### src/rtl/accel_spi_reader_pkg.sv
// Shared constants, FSM encoding and the tilt deadband rule for the ADXL362 reader.
package accel_spi_reader_pkg;

  localparam logic [7:0] CMD_WRITE     = 8'h0A;
  localparam logic [7:0] CMD_READ      = 8'h0B;
  localparam logic [7:0] REG_POWER_CTL = 8'h2D;
  localparam logic [7:0] REG_XDATA_L   = 8'h0E;
  localparam logic [7:0] PWR_MEASURE   = 8'h02;

  localparam int unsigned INIT_LAST_BYTE = 2;
  localparam int unsigned READ_LAST_BYTE = 5;

  typedef enum logic [2:0] {
    ST_WAIT_PWR,
    ST_INIT,
    ST_READ,
    ST_UPDATE,
    ST_CS_HOLD,
    ST_CS_GAP,
    ST_IDLE
  } state_t;

  // Returns {inc, dec}: assert strictly beyond the deadband, release only below deadband-hysteresis.
  function automatic logic [1:0] tilt_next(input logic signed [11:0] v, input logic inc,
                                           input logic dec, input int deadband,
                                           input int hysteresis);
    int   value;
    int   release_lvl;
    logic n_inc;
    logic n_dec;
    value       = int'(v);
    release_lvl = deadband - hysteresis;
    n_inc = (value > deadband) || (inc && (value >= release_lvl));
    n_dec = (value < -deadband) || (dec && (value <= -release_lvl));
    if (n_inc && n_dec) begin
      n_inc = (value >= 0);
      n_dec = (value < 0);
    end
    return {n_inc, n_dec};
  endfunction

endpackage

### src/rtl/accel_spi_reader_spi_byte_xfer.sv
// Mode-0 SPI byte engine: MSB first, MOSI shifts on SCLK fall, MISO sampled on SCLK rise.
module accel_spi_reader_spi_byte_xfer #(
  parameter int HALF_TOP = 49
) (
  input  logic       clk,
  input  logic       reset,
  input  logic       start,
  input  logic [7:0] tx_byte,
  input  logic       miso,
  output logic       busy,
  output logic       done,
  output logic [7:0] rx_byte,
  output logic       sclk,
  output logic       mosi
);

  localparam logic [15:0] HALF_TOP_W = 16'(HALF_TOP);

  logic [15:0] timer;
  logic [3:0]  half_idx;
  logic [6:0]  tx_sr;
  logic [7:0]  rx_sr;

  always_ff @(posedge clk or negedge reset) begin
    if (!reset) begin
      busy     <= '0;
      done     <= '0;
      sclk     <= '0;
      mosi     <= '0;
      timer    <= '0;
      half_idx <= '0;
      tx_sr    <= '0;
      rx_sr    <= '0;
    end else begin
      done <= 1'b0;
      if (!busy) begin
        if (start) begin
          busy     <= 1'b1;
          mosi     <= tx_byte[7];
          tx_sr    <= tx_byte[6:0];
          timer    <= '0;
          half_idx <= '0;
        end
      end else if (timer == HALF_TOP_W) begin
        timer    <= '0;
        sclk     <= ~sclk;
        half_idx <= half_idx + 4'd1;
        if (!sclk) begin
          rx_sr <= {rx_sr[6:0], miso};
        end else if (half_idx == 4'd15) begin
          // Sixteenth half-period ends on the last falling edge: byte complete.
          busy <= 1'b0;
          done <= 1'b1;
        end else begin
          mosi  <= tx_sr[6];
          tx_sr <= {tx_sr[5:0], 1'b0};
        end
      end else begin
        timer <= timer + 16'd1;
      end
    end
  end

  assign rx_byte = rx_sr;

endmodule

### src/rtl/accel_spi_reader.sv
// ADXL362 poller: enables measurement once, then reads X/Y each tick and derives tilt commands.
module accel_spi_reader
  import accel_spi_reader_pkg::*;
#(
  parameter int CLK_FREQUENCY_HZ       = 100000000,
  parameter int SCLK_FREQUENCY_HZ      = 1000000,
  parameter int UPDATE_FREQUENCY_HZ    = 30,
  parameter int DEADBAND               = 100,
  parameter int HYSTERESIS             = 16,
  parameter int SIMULATE               = 0,
  parameter int SIMULATE_FREQUENCY_CNT = 5
) (
  input  logic        clk,
  input  logic        reset,
  output logic        spi_sclk,
  output logic        spi_mosi,
  input  logic        spi_miso,
  output logic        spi_cs_n,
  output logic        x_increment,
  output logic        x_decrement,
  output logic        y_increment,
  output logic        y_decrement,
  output logic [11:0] x_accel,
  output logic [11:0] y_accel,
  output logic        sample_valid,
  output logic        init_done
);

  localparam int HALF_TOP = (SIMULATE != 0) ? 1 : CLK_FREQUENCY_HZ / (2 * SCLK_FREQUENCY_HZ) - 1;
  localparam int TICK_TOP = (SIMULATE != 0) ? SIMULATE_FREQUENCY_CNT
                                            : CLK_FREQUENCY_HZ / UPDATE_FREQUENCY_HZ - 1;
  localparam logic [15:0] HALF_TOP_W = 16'(HALF_TOP);
  localparam logic [15:0] GAP_TOP_W  = 16'(2 * HALF_TOP + 1);

  state_t      state, state_next;
  logic [31:0] tick_cnt;
  logic        tick;
  logic        pending;
  logic [15:0] timer;
  logic        setup_done;
  logic [2:0]  byte_idx;
  logic [2:0]  last_byte;
  logic        xfer_start;
  logic [7:0]  tx_byte;
  logic        xfer_busy;
  logic        xfer_done;
  logic [7:0]  rx_byte;
  logic [7:0]  xl;
  logic [3:0]  xh_nib;
  logic [7:0]  yl;
  logic [11:0] x_new;
  logic [11:0] y_new;
  logic [1:0]  x_cmd;
  logic [1:0]  y_cmd;

  assign tick = (tick_cnt == 32'(TICK_TOP));

  always_ff @(posedge clk or negedge reset) begin
    if (!reset) tick_cnt <= '0;
    else if (tick) tick_cnt <= '0;
    else tick_cnt <= tick_cnt + 32'd1;
  end

  always_ff @(posedge clk or negedge reset) begin
    if (!reset) state <= ST_WAIT_PWR;
    else state <= state_next;
  end

  always_comb begin
    state_next = state;
    xfer_start = 1'b0;
    tx_byte    = 8'h00;
    last_byte  = (state == ST_INIT) ? 3'(INIT_LAST_BYTE) : 3'(READ_LAST_BYTE);
    if (state == ST_INIT) begin
      case (byte_idx)
        3'd0:    tx_byte = CMD_WRITE;
        3'd1:    tx_byte = REG_POWER_CTL;
        default: tx_byte = PWR_MEASURE;
      endcase
    end else begin
      case (byte_idx)
        3'd0:    tx_byte = CMD_READ;
        3'd1:    tx_byte = REG_XDATA_L;
        default: tx_byte = 8'h00;
      endcase
    end
    case (state)
      ST_WAIT_PWR: if (tick) state_next = ST_INIT;
      ST_INIT, ST_READ: begin
        // The done cycle is excluded so byte_idx has advanced before the next start.
        if (setup_done && !xfer_busy && !xfer_done) xfer_start = 1'b1;
        if (xfer_done && (byte_idx == last_byte))
          state_next = (state == ST_INIT) ? ST_CS_HOLD : ST_UPDATE;
      end
      ST_UPDATE:  state_next = ST_CS_HOLD;
      ST_CS_HOLD: if (timer == HALF_TOP_W) state_next = ST_CS_GAP;
      ST_CS_GAP:  if (timer == GAP_TOP_W) state_next = ST_IDLE;
      ST_IDLE:    if (tick || pending) state_next = ST_READ;
      default:    state_next = ST_WAIT_PWR;
    endcase
  end

  always_ff @(posedge clk or negedge reset) begin
    if (!reset) begin
      timer      <= '0;
      setup_done <= '0;
      byte_idx   <= '0;
      pending    <= '0;
      spi_cs_n   <= '1;
      init_done  <= '0;
    end else begin
      if (state_next != state) timer <= '0;
      else if ((((state == ST_INIT) || (state == ST_READ)) && !setup_done) ||
               (state == ST_CS_HOLD) || (state == ST_CS_GAP))
        timer <= timer + 16'd1;

      if (state_next != state) setup_done <= 1'b0;
      else if (((state == ST_INIT) || (state == ST_READ)) && (timer == HALF_TOP_W))
        setup_done <= 1'b1;

      if (state_next != state) byte_idx <= '0;
      else if (xfer_done) byte_idx <= byte_idx + 3'd1;

      if (state == ST_IDLE) pending <= 1'b0;
      else if (tick && (state != ST_WAIT_PWR)) pending <= 1'b1;

      spi_cs_n <= !((state_next == ST_INIT) || (state_next == ST_READ) ||
                    (state_next == ST_UPDATE) || (state_next == ST_CS_HOLD));

      // The first frame after reset is always the POWER_CTL write.
      if ((state == ST_CS_HOLD) && (state_next == ST_CS_GAP)) init_done <= 1'b1;
    end
  end

  assign x_new = {xh_nib, xl};
  assign y_new = {rx_byte[3:0], yl};
  assign x_cmd = tilt_next(x_new, x_increment, x_decrement, DEADBAND, HYSTERESIS);
  assign y_cmd = tilt_next(y_new, y_increment, y_decrement, DEADBAND, HYSTERESIS);

  always_ff @(posedge clk or negedge reset) begin
    if (!reset) begin
      xl           <= '0;
      xh_nib       <= '0;
      yl           <= '0;
      x_accel      <= '0;
      y_accel      <= '0;
      x_increment  <= '0;
      x_decrement  <= '0;
      y_increment  <= '0;
      y_decrement  <= '0;
      sample_valid <= '0;
    end else begin
      sample_valid <= 1'b0;
      if ((state == ST_READ) && xfer_done) begin
        case (byte_idx)
          3'd2: xl     <= rx_byte;
          3'd3: xh_nib <= rx_byte[3:0];
          3'd4: yl     <= rx_byte;
          3'd5: begin
            x_accel                    <= x_new;
            y_accel                    <= y_new;
            {x_increment, x_decrement} <= x_cmd;
            {y_increment, y_decrement} <= y_cmd;
            sample_valid               <= 1'b1;
          end
          default: ;
        endcase
      end
    end
  end

  accel_spi_reader_spi_byte_xfer #(
    .HALF_TOP(HALF_TOP)
  ) u_spi_byte_xfer (
    .clk    (clk),
    .reset  (reset),
    .start  (xfer_start),
    .tx_byte(tx_byte),
    .miso   (spi_miso),
    .busy   (xfer_busy),
    .done   (xfer_done),
    .rx_byte(rx_byte),
    .sclk   (spi_sclk),
    .mosi   (spi_mosi)
  );

endmodule

### config.mk
export PLATFORM = sky130hd
export DESIGN_NAME = accel_spi_reader
export DESIGN_NICKNAME = d
export VERILOG_FILES = /design/src/rtl/accel_spi_reader_pkg.sv /design/src/rtl/accel_spi_reader_spi_byte_xfer.sv /design/src/rtl/accel_spi_reader.sv
export SDC_FILE = /design/constraint.sdc
export NUM_CORES = 1
export LEC_CHECK = 0
export BUFFER_PORTS_ARGS = -buffer_cell sky130_fd_sc_hd__buf_4
export CAP_MARGIN = 30
export CORE_MARGIN = 4
export CORE_UTILIZATION = 55
export DETAILED_ROUTE_END_ITERATION = 10
export PLACE_DENSITY = 0.73
export SLEW_MARGIN = 20
export SYNTH_ARGS = -nofsm -noshare
export SYNTH_HDL_FRONTEND = slang
export SYNTH_SLANG_ARGS = --single-unit
### constraint.sdc
create_clock -name clk -period 3.6 [get_ports clk]
set_input_delay 0.36 -clock clk [delete_from_list [all_inputs] [get_ports clk]]
set_output_delay 0.36 -clock clk [all_outputs]
set_load 0.01 [all_outputs]
==> metrics.md, run 1 <==
| Metric | Value |
|---|---|
| Net Count, Synth | `687` |
| Commonest non-fill, non-tap cell in the layout | `dfrtp_1` |
| Initial core utilization | `56.3%` |
| Power per cell area | `420 nW/um^2` |
| Total CTS buffers | `17` |
| F_max | `390 MHz` |
| Pre-Repair DR Iteration Count | `5` |
| Largest net degree at the start of global routing | `102` |
| Tot GR Track Use | `21.0%` |
| Die Ht | `122 um` |
| TNS Setup | `0 ns` |
| Worst clock skew | `0.00981 ns` |
| Synth async-reset ratio | `100%` |
| Initial DRC Count | `322` |
| Sw frac | `20.6%` |
| Yosys synthesis warning count | `0` |
| Crit path max fanout | `28` |
| Class of the worst hold path | `in -> reg` |
| Int Pwr | `0.00272 W` |
| Layout area overhead | `14.4%` |
| Setup Viol. Count Final | `0` |
| CTS tree | `yes` |
| Seq/Total Area, Yosys | `51.2%` |
| Via density | `5.96` |
| First-pass GRT wire length | `24900 um` |
| Place WS | `1.00 ns` |
| Clk_lat worst skew | `0.43 ns` |
| H-tree depth | `4` |
| Crit end category | `register` |
| WS Path Type | `reg -> reg` |
| Clock power share | `51.1%` |
| Fin crit share | `71.3%` |
| P_leak | `3.71 nW` |
| Longest Clk Path Bufs | `2` |
| WL/cell | `16.3 um` |
| Crit start category | `register` |
| Max-slew headroom | `38.4%` |
| Yosys cell types | `64` |
| Remaining antenna violation count | `0` |
| Maxcap violations | `0` |
| Core area | `12700 um^2` |
| Layout fillers | `1004` |
| Ant diodes | `0` |
| Final slew viol count | `0` |
| GRT overflow | `0` |
| Fin util | `64.5%` |
| Area leader, netlist | `dfrtp_1` |
| DP HPWL | `9680 um` |
| Top-area cell type share of the netlist area | `50.9%` |
| CTS clk-pin slew, worst paths | `0.06 ns` |
| Post-Syn Area | `7140 um^2` |
| Setup ws final | `1.03 ns` |
| Detailed Route WL | `14500 um` |
| Status | `completed` |
| WP data required | `3.92 ns` |
| Port bufs | `35` |
| Vias | `5316` |
| Synth area leaders | `dfrtp_1 (51%), mux2_2 (7.7%), xor2_1 (3.6%), o21ai_0 (3.2%), nand2_1 (2.7%)` |
| Initial antenna violation count | `0` |
| Register Area | `3650 um^2` |
| Vias in the first global route | `5239` |
| Post-synth EDFFs | `0` |
| Syn_area_per_cell | `10.6 um^2` |
| Max rail drop VDD | `0.320 mV` |
| Mapped Cells | `672` |
| Commonest non-fill, non-tap cells in the layout | `dfrtp_1 (145), nand2_1 (51), mux2_2 (49)` |
| Most used DFF post-synth | `dfrtp_1` |
| Sink Count | `146` |
| Footprint of the multi-input gates | `3280 um^2` |
| CP max stage delay | `0.76 ns` |
| Top delay family on crit path | `compound AO/OA/AOI/OAI gates` |
| Pwr Total | `0.00343 W` |
| DR DRC count | `0` |
| Worst Tran Pin Value | `0.920 ns` |
| #FFs+latches synth | `146` |
| Buf+Inv Stages, Crit Path | `1` |
| Logic pwr share | `1.1%` |
| Sw Pwr | `0.000708 W` |
| CP Cell Sequence | `inv_1 > ha_1 > nor3b_1 > a41o_1 > o221ai_2 > o41ai_1` |
| CP arrival | `2.89 ns` |
| Io pins | `36` |
| Placed Area | `7530 um^2` |
| Row Count | `41` |
| Die Wd | `122 um` |
| Tmin final | `2.57 ns` |
| Flop pwr share | `47.8%` |
| Fin area | `8170 um^2` |
| Share of cells above drive strength 1 | `18.9%` |
| Slowest CP cell | `a41o_1` |
| Post-layout nets | `722` |
| CTS root buffer | `clkbuf_16` |
| RSZ-0062 raised after global routing | `no` |
| Final Wtd Congestion | `0.884` |
| Hold Vio Cnt, Final | `0` |
| Die ar. | `14900 um^2` |
[layout make-up]
cell class / count / area share [%]
clock buffer: 21 / 5.76
clock inverter: 11 / 1.55
inverter: 19 / 0.873
multi-input combinational: 480 / 40.2
sequential: 146 / 44.8
tap: 172 / 2.64
timing repair buffer: 43 / 4.27
[through the flow]
stage	hold slack [ns]	std cells
2_1_floorplan	0.0644	672
3_3_place_gp	0.459	858
3_5_place_dp	0.471	858
4_1_cts	0.0674	890
5_1_grt	0.162	892
6_report	0.173	892
[cell families (layout without fill, tap and decap cells)]
family	Yosys count	in the layout	synth area share, %
simple gates	250	250	19.0
fa+ha+maj	12	12	2.10
mux	52	52	8.15
buf+inv	46	94	2.82
flops	146	146	51.2
xor+xnor	46	46	5.65
compound gates	120	120	11.1
[synth_stat cells, types with 13 or more instances]
| cell | n |
|---|---|
| nor2_1 | 39 |
| xnor2_1 | 17 |
| nor3_1 | 34 |
| nand3_1 | 28 |
| dfrtp_1 | 145 |
| nand2_1 | 51 |
| xor2_1 | 29 |
| buf_2 | 13 |
| nand4_1 | 16 |
| nor4_1 | 14 |
| a21oi_1 | 13 |
| o21ai_0 | 45 |
| mux2_2 | 49 |
| inv_1 | 19 |
[flip-flops by register name (all words and copies together) (netlist names), 4 cells and up]
signal                    cells
y_accel                      12
tick_cnt                     32
u_spi_byte_xfer.half_idx      4
x_accel                      12
u_spi_byte_xfer.rx_byte       8
xl                            8
timer                        16
u_spi_byte_xfer.timer        16
u_spi_byte_xfer.tx_sr         7
xh_nib                        4
yl                            8
[per-layer routing]
layer / GRT usage (%) / routed length [um] / up-vias
li1: - / - / 2517
met1: 27.1 / 6510 / 2658
met2: 34.2 / 7190 / 112
met3: 5.62 / 565 / 29
met4: 7.77 / 247 / 0
met5: 0 / 0 / -
[power by group through the flow]
stage / Clock [W] / Sequential [W] / Combinational, W
4_1_cts: 0.00179 / 0.00164 / 0.0000365
2_1_floorplan: 0 / 0.00167 / 0.0000000104
3_3_place_gp: 0 / 0.00167 / 0.0000355
5_1_grt: 0.00187 / 0.00164 / 0.0000460
3_5_place_dp: 0 / 0.00167 / 0.0000366
6_report: 0.00175 / 0.00164 / 0.0000385
[path summary, 6_finish.rpt]
path	depth (start not counted)	endpoint	slack (ns)	from
worst min register to register	2	x_accel[11]	0.48	x_accel[11]
min in group asynchronous	2	x_accel[2]	0.38	reset
worst max register to register	6	u_spi_byte_xfer.tx_sr[0]	1.03	u_spi_byte_xfer.timer[1]
worst min-delay path	2	u_spi_byte_xfer.rx_byte[0]	0.17	spi_miso
worst max-delay path	6	u_spi_byte_xfer.tx_sr[0]	1.03	u_spi_byte_xfer.timer[1]
max in group asynchronous	4	spi_cs_n	2.19	reset
[timing repair]
item                                   CTS  global route
endpoints found under the hold margin    0            26
buffers inserted                         0             0
gates resized for setup                  0             0
hold buffers                             0             1
Note: power is estimated with default switching activity, not from simulation.
==> run 2: changes to the inputs <==
clock period = 2.5 ns   (was 3.6 ns; I/O delays follow)
==> run 2 against run 1 <==
Against the previous run:
- worst hold slack got worse by 0.094 ns
- sequential share of layout area down 0.18 points
- cell area is 0.40% higher
- utilization increased by 0.26 points
- critical path depth rose by 2
- critical path type unchanged
==> metrics.md, run 2 (synthesized netlist as in run 1, its figures left out) <==
| Metric | Value |
|---|---|
| Status | `completed` |
| Cts hold-fix bufs | `1 (+1)` |
| Setup Viol. Count Final | `0 (unchanged)` |
| F_max | `431 MHz (+11%)` |
| Initial core utilization | `56.3% (unchanged)` |
| Clk_lat worst skew | `0.42 ns (about the same)` |
| Core area | `12700 um^2 (unchanged)` |
| Int Pwr | `0.00390 W (+43%)` |
| Final slew viol count | `0 (unchanged)` |
| DR DRC count | `0 (unchanged)` |
| Commonest non-fill, non-tap cells in the layout | `dfrtp_1 (145), nand2_1 (51), mux2_2 (49), buf_4 (49), o21ai_0 (45)` |
| Initial DRC Count | `466 (+45%)` |
| Tot GR Track Use | `21.9% (+0.91 points)` |
| Port bufs | `35 (unchanged)` |
| Die Ht | `122 um (unchanged)` |
| Pre-Repair DR Iteration Count | `5 (unchanged)` |
| H-tree depth | `4 (unchanged)` |
| Sw frac | `20.9% (+0.24 points)` |
| Clock power share | `51.0% (about the same)` |
| Max rail drop VDD | `0.453 mV (+42%)` |
| Tmin final | `2.32 ns (-0.250 ns)` |
| Setup Fix Bufs, Post-CTS | `0 (unchanged)` |
| Setup ws final | `0.182 ns (-0.850 ns)` |
| Layout fillers | `1005 (+0.10%)` |
| Top Registers | `tick_cnt (32), timer (16), u_spi_byte_xfer.timer (16)` |
| Ant diodes | `0 (unchanged)` |
| Die ar. | `14900 um^2 (unchanged)` |
| P_leak | `3.74 nW (+0.93%)` |
| Top delay family on crit path | `simple AND/OR/NAND/NOR gates` |
| Slowest CP cell | `or4b_4` |
| Cts repair resizes | `0 (unchanged)` |
| Worst Tran Pin Value | `0.949 ns (+0.0286 ns)` |
| Vias in the first global route | `5446 (+4.0%)` |
| Logic pwr share | `1.1% (about the same)` |
| Longest Clk Path Bufs | `2 (unchanged)` |
| Buf+Inv Stages, Crit Path | `2 (+1)` |
| GRT overflow | `0 (unchanged)` |
| Total CTS buffers | `17 (unchanged)` |
| Detailed Route WL | `15200 um (+4.5%)` |
| Maxcap violations | `0 (unchanged)` |
| Row Count | `41 (unchanged)` |
| R2R Setup Slk | `0.18 ns (-0.85 ns)` |
| Power per cell area | `601 nW/um^2 (+43%)` |
| Sw Pwr | `0.00103 W (+45%)` |
| CP arrival | `2.59 ns (-0.30 ns)` |
| Fin crit share | `92.7% (+21 points)` |
| First-pass GRT wire length | `26100 um (+4.8%)` |
| Crit end category | `register` |
| TNS Setup | `0 ns (unchanged)` |
| Register name with the most flops | `tick_cnt` |
| WL/cell | `16.8 um (+3.6%)` |
| Flop pwr share | `48.0% (+0.2 points)` |
| Pwr Total | `0.00493 W (+44%)` |
| Commonest non-fill, non-tap cell in the layout | `dfrtp_1` |
| Largest net degree at the start of global routing | `82 (-20%)` |
| Remaining antenna violation count | `0 (unchanged)` |
| CTS clk-pin slew, worst paths | `0.06 ns (about the same)` |
| Post-layout nets | `730 (+1.1%)` |
| Die Wd | `122 um (unchanged)` |
| DP HPWL | `9980 um (+3.1%)` |
| Crit path max fanout | `20 (-29%)` |
| Place WS | `0.269 ns (-0.734 ns)` |
| WP data required | `2.77 ns (-1.15 ns)` |
| Initial antenna violation count | `0 (unchanged)` |
| Hold Vio Cnt, Final | `0 (unchanged)` |
| Worst clock skew | `0.00935 ns (-0.000453 ns)` |
| Worst hold slack | `0.0797 ns (-0.0936 ns)` |
| Class of the worst hold path | `in -> reg` |
| CP max stage delay | `0.49 ns (-0.27 ns)` |
| Vias | `5391 (+1.4%)` |
| WS Path Type | `reg -> reg` |
| CP Cell Sequence | `inv_1 > ha_1 > or4b_4 > nor4_4 > a21oi_1 > nor2_1 > buf_4 > a2111oi_0` |
| Final Wtd Congestion | `0.949 (+7.4%)` |
| Crit start category | `register` |
| Io pins | `36 (unchanged)` |
| CTS tree | `yes` |
| Share of cells above drive strength 1 | `19.6% (+0.75 points)` |
| Sink Count | `146 (unchanged)` |
| Via density | `5.99 (+0.51%)` |
| Max reg flops | `32 (unchanged)` |
| Layout area overhead | `14.9%` |
| RSZ-0062 raised after global routing | `no` |
| CTS root buffer | `clkbuf_16` |
| Max-slew headroom | `36.5% (-1.9 points)` |
run 2: changes by cell type in the layout (fill, tap and decap cells not counted):
cell / delta
clkinv_4: +2
clkbuf_1: +1
buf_4: +9
clkbuf_8: -1
buf_16: -1
clkinvlp_4: -2
run 2: area by class of cell:
class | instances | area, um^2 | share of cell area [%]
Clock inverter | 11 | 129 | 1.57
Inverter | 19 | 71.3 | 0.870
Tap cell | 172 | 215 | 2.62
Clock buffer | 21 | 460 | 5.62
Multi-Input combinational cell | 480 | 3280 | 40.0
Sequential cell | 146 | 3650 | 44.6
Timing Repair Buffer | 51 | 389 | 4.75
run 2: stage by stage:
step / utilization, % / cell area (um^2) / instances
CTS: 64.7 / 8200 / 900
global route: 64.7 / 8200 / 900
floorplan: - / 7140 / 672
finish: 64.7 / 8200 / 900
global placement: 60.0 / 7600 / 867
detailed placement: 60.0 / 7600 / 867
run 2: final timing paths:
| path | to | start | cells past startpoint |
|---|---|---|---|
| hold / removal | u_spi_byte_xfer.rx_byte[0] | spi_miso | 2 |
| min in group asynchronous | x_accel[4] | reset | 2 |
| max in group asynchronous | setup_done | reset | 3 |
| hold reg to reg | init_done | init_done | 1 |
| setup / recovery | byte_idx[2] | tick_cnt[0] | 8 |
| setup reg to reg | byte_idx[2] | tick_cnt[0] | 8 |
run 2: per-layer routing:
metal / track usage, % / wire length, um
met5: 0 / 0
met1: 28.4 / 6710
met4: 6.37 / 245
met2: 36.3 / 7620
met3: 5.90 / 591
run 2: power by group through the flow:
stage	sequential (W)	clock [W]	combinational, W
after global routing	0.00236	0.00267	0.0000642
after detailed placement	0.00241	0	0.0000559
after CTS	0.00236	0.00254	0.0000576
after global placement	0.00241	0	0.0000537
final	0.00236	0.00251	0.0000531
after floorplan	0.00241	0	0.0000000144
==> run 3: changes to the inputs <==
CAP_MARGIN = unset   (was 30)
RECOVER_POWER = 25   (was unset)
==> run 3 against run 2 <==
Against the previous run:
- the run now ends with max-capacitance violations, max-slew violations left
- power about the same
- sequential share of layout area increased by 0.095 points
- final cell count unchanged
- critical path depth unchanged
- combinational power decreased by 2%
- clock skew about the same
- utilization decreased by 0.14 points
- critical endpoint unchanged
- largest cell class unchanged
- largest power group unchanged
==> metrics.md, run 3 (synthesized netlist as in run 1, its figures left out) <==
| Metric | Value |
|---|---|
| Pwr Total | `0.00493 W (about the same)` |
| CTS clk-pin slew, worst paths | `0.06 ns (about the same)` |
| F_max | `432 MHz (about the same)` |
| Core area | `12700 um^2 (unchanged)` |
| Ant diodes | `0 (unchanged)` |
| Cts repair resizes | `0 (unchanged)` |
| Initial core utilization | `56.3% (unchanged)` |
| Max-slew headroom | `-15.9% (-52 points)` |
| Max rail drop VDD | `0.453 mV (about the same)` |
| Row Count | `41 (unchanged)` |
| Tmin final | `2.32 ns (-0.00122 ns)` |
| Post-layout nets | `730 (unchanged)` |
| Die ar. | `14900 um^2 (unchanged)` |
| Remaining antenna violation count | `0 (unchanged)` |
| Crit start category | `register` |
| Commonest non-fill, non-tap cell in the layout | `dfrtp_1` |
| Crit path max fanout | `20 (unchanged)` |
| TNS Setup | `0 ns (unchanged)` |
| Cts hold-fix bufs | `1 (unchanged)` |
| Register name with the most flops | `tick_cnt` |
| GRT overflow | `0 (unchanged)` |
| DR DRC count | `0 (unchanged)` |
| Detailed Route WL | `15100 um (-0.20%)` |
| CTS tree | `yes` |
| Final Wtd Congestion | `0.949 (unchanged)` |
| Io pins | `36 (unchanged)` |
| CP max stage delay | `0.49 ns (about the same)` |
| WP data required | `2.77 ns (about the same)` |
| WS Path Type | `reg -> reg` |
| Die Ht | `122 um (unchanged)` |
| Initial antenna violation count | `0 (unchanged)` |
| Vias in the first global route | `5446 (unchanged)` |
| Final slew viol count | `82 (+82)` |
| Layout area overhead | `14.7%` |
| Commonest non-fill, non-tap cells in the layout | `dfrtp_1 (145), nand2_1 (51), mux2_2 (49)` |
| Top Registers | `tick_cnt (32), timer (16), u_spi_byte_xfer.timer (16)` |
| Worst clock skew | `0.00950 ns (+0.000153 ns)` |
| Max reg flops | `32 (unchanged)` |
| CP Cell Sequence | `inv_1 > ha_1 > or4b_4 > nor4_4 > a21oi_1 > nor2_1 > buf_4 > a2111oi_0` |
| Initial DRC Count | `467 (+0.21%)` |
| Fin crit share | `92.7% (about the same)` |
| Die Wd | `122 um (unchanged)` |
| Layout fillers | `1012 (+0.70%)` |
| R2r startpoint | `tick_cnt[0]` |
| P_leak | `3.73 nW (-0.40%)` |
| Share of cells above drive strength 1 | `19.2% (-0.41 points)` |
| Power per cell area | `602 nW/um^2 (+0.18%)` |
| Port bufs | `35 (unchanged)` |
| Hold Vio Cnt, Final | `0 (unchanged)` |
| Slowest CP cell | `or4b_4` |
| Setup Viol. Count Final | `0 (unchanged)` |
| H-tree depth | `4 (unchanged)` |
| Class of the worst hold path | `in -> reg` |
| CTS root buffer | `clkbuf_16` |
| Total CTS buffers | `17 (unchanged)` |
| Start point of the critical path | `tick_cnt[0]` |
| DP HPWL | `9980 um (unchanged)` |
| HP Start | `spi_miso` |
| Longest Clk Path Bufs | `2 (unchanged)` |
| Maxcap violations | `1 (+1)` |
| CP arrival | `2.59 ns (about the same)` |
| Pre-Repair DR Iteration Count | `5 (unchanged)` |
| Failing checks | `max-capacitance violations, max-slew violations` |
| Vias | `5390 (-0.019%)` |
| Status | `finished with violations` |
| Worst hold slack | `0.0804 ns (+0.000792 ns)` |
| RSZ-0062 raised after global routing | `no` |
| Clk_lat worst skew | `0.42 ns (about the same)` |
| Crit end category | `register` |
| Largest net degree at the start of global routing | `82 (unchanged)` |
| First-pass GRT wire length | `26100 um (unchanged)` |
| Tot GR Track Use | `21.9% (unchanged)` |
| Via density | `5.99 (about the same)` |
| WL/cell | `16.8 um (-0.20%)` |
| Worst Tran Pin Value | `1.74 ns (+0.790 ns)` |
| Sink Count | `146 (unchanged)` |
| Setup Fix Bufs, Post-CTS | `0 (unchanged)` |
run 3: worst max-delay path, delay by kind of cell, from the launching register on:
kind,cells,cell delay [ns]
adder cells (fa/ha/maj),1,0.17
buffers and inverters,2,0.35
flip-flops,1,0.43
AO/OA/AOI/OAI,2,0.24
AND/OR/NAND/NOR,3,0.97
run 3: layout make-up:
type	count	area, um^2	share of cell area [%]
well taps	172	215	2.63
repair buffers	51	372	4.54
multi-input cells	480	3280	40.1
clock buffers	21	460	5.63
clock inverters	11	129	1.58
inverters	19	71.3	0.872
flip-flops and latches	146	3650	44.7
run 3: path summary, 6_finish.rpt:
kind                                               to  slack, ns  cells past startpoint
setup / recovery                          byte_idx[2]       0.18                      8
hold / removal             u_spi_byte_xfer.rx_byte[0]       0.08                      2
setup reg to reg                          byte_idx[2]       0.18                      8
hold reg to reg                             init_done       0.48                      1
max in group asynchronous                  setup_done       0.53                      3
min in group asynchronous                  x_accel[4]       0.85                      2
run 3: metrics by stage:
stage          std cells  instance area (um^2)  utilization, %  worst slack [ns]
3_3_place_gp         867                  7600            60.0             0.333
4_1_cts              900                  8200            64.7             0.170
6_report             900                  8180            64.6             0.184
5_1_grt              900                  8180            64.6            0.0529
2_1_floorplan        672                  7140               -             0.524
3_5_place_dp         867                  7600            60.0             0.269
run 3: metal layers:
layer	track usage [%]	part of all wire [%]	up-vias
li1	-	-	2539
met2	36.3	50	142
met1	28.4	44	2682
met4	6.37	1.6	0
met3	5.90	3.9	27
met5	0	0	-
run 3: report_power, final:
group	internal [W]	switching (W)
combinational	0.00000679	0.0000453
sequential	0.00236	0
clock	0.00153	0.000982
